File: config.mk
export PLATFORM = sky130hd
export DESIGN_NAME = pc_stack_unit
export DESIGN_NICKNAME = d
export VERILOG_FILES = /design/src/rtl/pc_stack_unit.sv
export SDC_FILE = /design/constraint.sdc
export NUM_CORES = 1
export LEC_CHECK = 0
export ABC_AREA = 1
export BUFFER_PORTS_ARGS = -buffer_cell sky130_fd_sc_hd__buf_2
export CORE_ASPECT_RATIO = 1.25
export CORE_MARGIN = 4
export CORE_UTILIZATION = 40
export CTS_CLUSTER_SIZE = 16
export DETAILED_ROUTE_END_ITERATION = 8
export HOLD_SLACK_MARGIN = 0.03
export SKIP_CTS_REPAIR_TIMING = 1
export SLEW_MARGIN = 30
export SYNTH_ARGS = -nofsm -noshare
export SYNTH_HDL_FRONTEND = slang
export SYNTH_SLANG_ARGS = --single-unit
File: constraint.sdc
create_clock -name clk -period 3 [get_ports clk]
set_input_delay 0.3 -clock clk [delete_from_list [all_inputs] [get_ports clk]]
set_output_delay 0.3 -clock clk [all_outputs]
set_load 0.01 [all_outputs]
File: src/rtl/pc_stack_unit.sv
// pc_stack_unit: program-counter register with a hardware call/return stack.
// Takes the next-address mux output on every enabled cycle; CALL pushes the
// return address (PC+1) and follows the mux; RET pops the saved address and
// overrides the mux. Overflow, underflow and CALL+RET set a sticky error flag.
module pc_stack_unit #(
   parameter int ADDR_W      = 8,
   parameter int STACK_DEPTH = 4,
   parameter int RESET_VEC   = 0
) (
   input  logic                           clk,
   input  logic                           rst_n,
   input  logic [ADDR_W-1:0]              PC_NextIn,
   input  logic                           PC_En,
   input  logic                           PC_Call,
   input  logic                           PC_Ret,
   output logic [ADDR_W-1:0]              PC_Out,
   output logic [$clog2(STACK_DEPTH):0]   PC_Depth,
   output logic                           PC_StackEmpty,
   output logic                           PC_StackFull,
   output logic                           PC_StackErr
);

   localparam int PTR_W = $clog2(STACK_DEPTH);
   localparam int DW    = PTR_W + 1;

   localparam logic [DW-1:0]     DEPTH_ONE = DW'(1);
   localparam logic [DW-1:0]     DEPTH_MAX = DW'(STACK_DEPTH);
   localparam logic [PTR_W-1:0]  PTR_ONE   = PTR_W'(1);
   localparam logic [ADDR_W-1:0] ADDR_ONE  = ADDR_W'(1);
   localparam logic [ADDR_W-1:0] RST_PC    = ADDR_W'(RESET_VEC);

   logic [ADDR_W-1:0] pc_reg, pc_next;
   logic [DW-1:0]     depth_reg, depth_next;
   logic              err_reg, err_next;
   logic              push;

   // Small register-file stack: RET must read the top entry in the same cycle
   // so a return can follow a call with no bubble.
   logic [ADDR_W-1:0] stack_mem [STACK_DEPTH];

   logic [PTR_W-1:0]  wr_idx;
   logic [PTR_W-1:0]  top_idx;
   logic [ADDR_W-1:0] ret_addr;
   logic              stack_full;
   logic              stack_empty;

   // Push slot is the current depth; top is one below (wraps harmlessly when empty).
   assign wr_idx      = depth_reg[PTR_W-1:0];
   assign top_idx     = wr_idx - PTR_ONE;
   assign ret_addr    = pc_reg + ADDR_ONE;
   assign stack_full  = (depth_reg == DEPTH_MAX);
   assign stack_empty = (depth_reg == '0);

   // Next-state decode in priority order: illegal, call, overflow, ret, underflow, plain.
   always_comb begin
      pc_next    = pc_reg;
      depth_next = depth_reg;
      err_next   = err_reg;
      push       = 1'b0;
      if (PC_En) begin
         if (PC_Call && PC_Ret) begin
            pc_next  = PC_NextIn;
            err_next = 1'b1;
         end else if (PC_Call) begin
            pc_next = PC_NextIn;
            if (!stack_full) begin
               push       = 1'b1;
               depth_next = depth_reg + DEPTH_ONE;
            end else begin
               err_next = 1'b1;
            end
         end else if (PC_Ret) begin
            if (!stack_empty) begin
               pc_next    = stack_mem[top_idx];
               depth_next = depth_reg - DEPTH_ONE;
            end else begin
               pc_next  = PC_NextIn;
               err_next = 1'b1;
            end
         end else begin
            pc_next = PC_NextIn;
         end
      end
   end

   // Control registers: PC, stack pointer and sticky error flag.
   always_ff @(posedge clk or negedge rst_n) begin
      if (!rst_n) begin
         pc_reg    <= RST_PC;
         depth_reg <= '0;
         err_reg   <= 1'b0;
      end else begin
         pc_reg    <= pc_next;
         depth_reg <= depth_next;
         err_reg   <= err_next;
      end
   end

   // Stack storage write; contents need no reset since depth gates every read.
   always_ff @(posedge clk) begin
      if (push) begin
         stack_mem[wr_idx] <= ret_addr;
      end
   end

   assign PC_Out        = pc_reg;
   assign PC_Depth      = depth_reg;
   assign PC_StackEmpty = stack_empty;
   assign PC_StackFull  = stack_full;
   assign PC_StackErr   = err_reg;

endmodule

==> impl_metrics.env <==
export IMPL_rr_worst_depth=5
export IMPL_cp_data_required_time_ps=2930
export IMPL_core_rowCount=30
export IMPL_vias=1494
export IMPL_synth_area_per_cell_um2=9.84
export IMPL_drc=0
export IMPL_status="completed"
export IMPL_grt_pass1_wl_um=6880
export IMPL_die_width_um=74.7
export IMPL_cpMaxStageDelayCell="nor2_1"
export IMPL_busiest_layer="met2"
export IMPL_cellLeakagePower_nw=1.14
export IMPL_finalPower_w=0.00208
export IMPL_clockBufferDepth=2
export IMPL_tns_ps=0
export IMPL_cts_tree="built"
export IMPL_path_clk_slew_ps=90
export IMPL_final_hold_viol_count=0
export IMPL_portBuffers=26
export IMPL_fill_cells=537
export IMPL_final_max_slew_viol_count=0
export IMPL_area_growth_pct=11.5
export IMPL_layout_cells_non_filler=321
export IMPL_worstReg2RegStart="PC_Depth[0]"
export IMPL_place_ws_ps=917
export IMPL_syn_inst=226
export IMPL_grt_overflow=0
export IMPL_hold_depth=5
export IMPL_ys_async_sr_fraction_pct=27.3
export IMPL_first_global_vias=1477
export IMPL_groute_layer_met1_usage_pct=18.0
export IMPL_path_buf_inv=1
export IMPL_min_period_ps=2060
export IMPL_cp_depth=5
export IMPL_ys_seq_area_share_pct=56.7
export IMPL_grtUsageMet3_pct=2.66
export IMPL_finalWirelength_um=4020
export IMPL_dp_hpwl_um=3090
export IMPL_root_buffer="clkbuf_8"
export IMPL_htreeDepth=2
export IMPL_min_from="PC_NextIn[5]"
export IMPL_drive_above_1_share_pct=23.7
export IMPL_io_pins=27
export IMPL_post_place_cells=312
export IMPL_hp_class="in -> reg"
export IMPL_finalWorstSetupSlack_ps=943
export IMPL_post_route_period_util_pct=68.6
export IMPL_core_region_area_um2=5410
export IMPL_post_drt_via_cell_ratio=4.65
export IMPL_grt_use_total_pct=13.2
export IMPL_die_h_um=91.4
export IMPL_clock_sinks=44
export IMPL_start_kind="flop"
export IMPL_reg2reg_to="stack_mem[1][7]"
export IMPL_worstSetupPathType="reg -> reg"
export IMPL_worstMarginPinSlew_ps=703
export IMPL_insertion_delay_ps=300
export IMPL_cp_end_kind="flop"
export IMPL_cp_max_fo=19
export IMPL_wire_per_inst_um=12.5
export IMPL_dr_first_iter_drc_count=55
export IMPL_use_met2_pct=20.7
export IMPL_first_pass_iters=4
export IMPL_design_die_area_um2=6830
export IMPL_synth_top_flop_cell="edfxtp_1"
export IMPL_maxCapViolCount=0
export IMPL_fin_nets=275
export IMPL_gp_congestion=0.825
export IMPL_setup_viol=0
export IMPL_relSlewSlack_pct=53.0
export IMPL_path_cells="inv_6, ha_1, nand2_1, nand4_1, nor2_1"
export IMPL_antenna_found_initial=0
export IMPL_hold_end="PC_Out[5]"
export IMPL_grt_max_degree=22
export IMPL_path_delay_family="simple AND/OR/NAND/NOR gates"
export IMPL_ys_ff_latch=44
export IMPL_synth_nets=245
export IMPL_synth_edff_count=32
export IMPL_numCtsBuffers=5
export IMPL_fmax_mhz=486
export IMPL_yosys_warnings=0
export IMPL_regToRegSetupSlack_ps=940
export IMPL_rsz0062_at_grt="false"
export IMPL_mappedNetlistArea_um2=2220
export IMPL_hold_slack_ps=309
export IMPL_peakVddDrop_v=0.000396
export IMPL_cpPeakStageDelay_ps=590
export IMPL_clock_skew_ps=6.91
export IMPL_n_antenna_cell=0
export IMPL_start_util_pct=41.2
export IMPL_ant_nets=0
export IMPL_critPathArrivalTime_ps=1990
export IMPL_p_per_area_nw_per_um2=837
export IMPL_synth_distinct_cells=26
[metal layers]
| layer | vias to the layer above | part of all wire, % |
|---|---|---|
| met5 | - | 0 |
| met4 | 0 | 1.5 |
| met3 | 6 | 4.4 |
| met2 | 33 | 48 |
| met1 | 673 | 46 |
| li1 | 782 | - |
[final cells by class]
cell class                      count  area [µm²]  area share, %
Tap cell                           64        80.1           3.23
Sequential cell                    44        1260           50.9
Clock inverter                      3        26.3           1.06
Timing Repair Buffer               28         148           5.95
Multi-Input combinational cell    149         781           31.5
Inverter                           28         115           4.64
Clock buffer                        5        68.8           2.77
[cell usage in the layout (no fill, tap or decap)]
| cell | n |
|---|---|
| o211ai_1 | 1 |
| nand3_4 | 1 |
| a21oi_1 | 8 |
| nand2_2 | 9 |
| clkinv_4 | 2 |
| inv_6 | 3 |
| xor2_1 | 3 |
| o21ai_0 | 1 |
| clkbuf_8 | 5 |
| nand3_1 | 12 |
| nand4_1 | 2 |
| fa_1 | 1 |
| a21oi_2 | 1 |
| nor2_1 | 9 |
| inv_1 | 22 |
| edfxtp_1 | 32 |
| inv_2 | 4 |
| nand2_4 | 1 |
| nand3_2 | 8 |
| ha_1 | 5 |
| o21ai_1 | 2 |
| xnor2_1 | 2 |
| dfrtp_1 | 12 |
| buf_2 | 26 |
| dlygate4sd3_1 | 1 |
| buf_4 | 1 |
| nand2_1 | 83 |
[sequential cells by signal, summed over array words and instances, names as in the netlist]
name,count
PC_Out,8
stack_mem,32
PC_StackErr,1
PC_Depth,3
[power by group]
| group | internal (W) | switching, W | total (W) |
|---|---|---|---|
| Combinational | 0.000287 | 0.000576 | 0.000863 |
| Sequential | 0.000766 | 0.0000671 | 0.000833 |
| Clock | 0.000171 | 0.000210 | 0.000381 |
[cell usage after synthesis (2+ instances only)]
cell | number | area, µm²
nand2_1 | 83 | 312
edfxtp_1 | 32 | 961
inv_1 | 22 | 82.6
dfrtp_1 | 12 | 300
nand3_1 | 12 | 60.1
nand2_2 | 9 | 56.3
nor2_1 | 9 | 33.8
a21oi_1 | 8 | 40.0
nand3_2 | 8 | 80.1
ha_1 | 5 | 62.6
inv_2 | 4 | 15.0
xor2_1 | 3 | 26.3
buf_12 | 2 | 40.0
buf_6 | 2 | 22.5
nand4_1 | 2 | 12.5
o21ai_1 | 2 | 10.0
xnor2_1 | 2 | 17.5
[worst register-to-register path, delay by kind of cell (launching register included)]
kind	cells	cell delay [ps]
DFF	1	420
buffers and inverters	1	110
adders and majority gates	1	270
and+or+nand+nor	3	880
[how the worst max path moves through the flow]
| stage | slack (ps) | startpoint | endpoint |
|---|---|---|---|
| 4_1_cts | 900 | PC_Depth[0] | stack_mem[1][7] |
| 2_1_floorplan | 920 | PC_Depth[0] | stack_mem[2][0] |
| 3_3_place_gp | 1010 | PC_Depth[0] | stack_mem[1][5] |
| 3_5_place_dp | 920 | PC_Depth[0] | stack_mem[1][7] |
| 5_1_grt | 690 | PC_Depth[0] | stack_mem[1][7] |
| 6_report | 940 | PC_Depth[0] | stack_mem[1][7] |
[logic make-up after synthesis]
family          after synthesis  share of synthesized area (%)
compound gates               13                           3.21
flops                        44                           56.7
simple gates                125                           26.2
buf+inv                      33                           8.21
xor+xnor                      5                           1.97
fa+ha+maj                     6                           3.71
[per-stage QoR]
stage	instance area (µm²)	utilization, %
after floorplan	2220	-
after global placement	2370	43.9
after detailed placement	2370	43.9
after CTS	2470	45.7
after global routing	2480	45.9
final	2480	45.9
(Power assumes the default switching activity.)
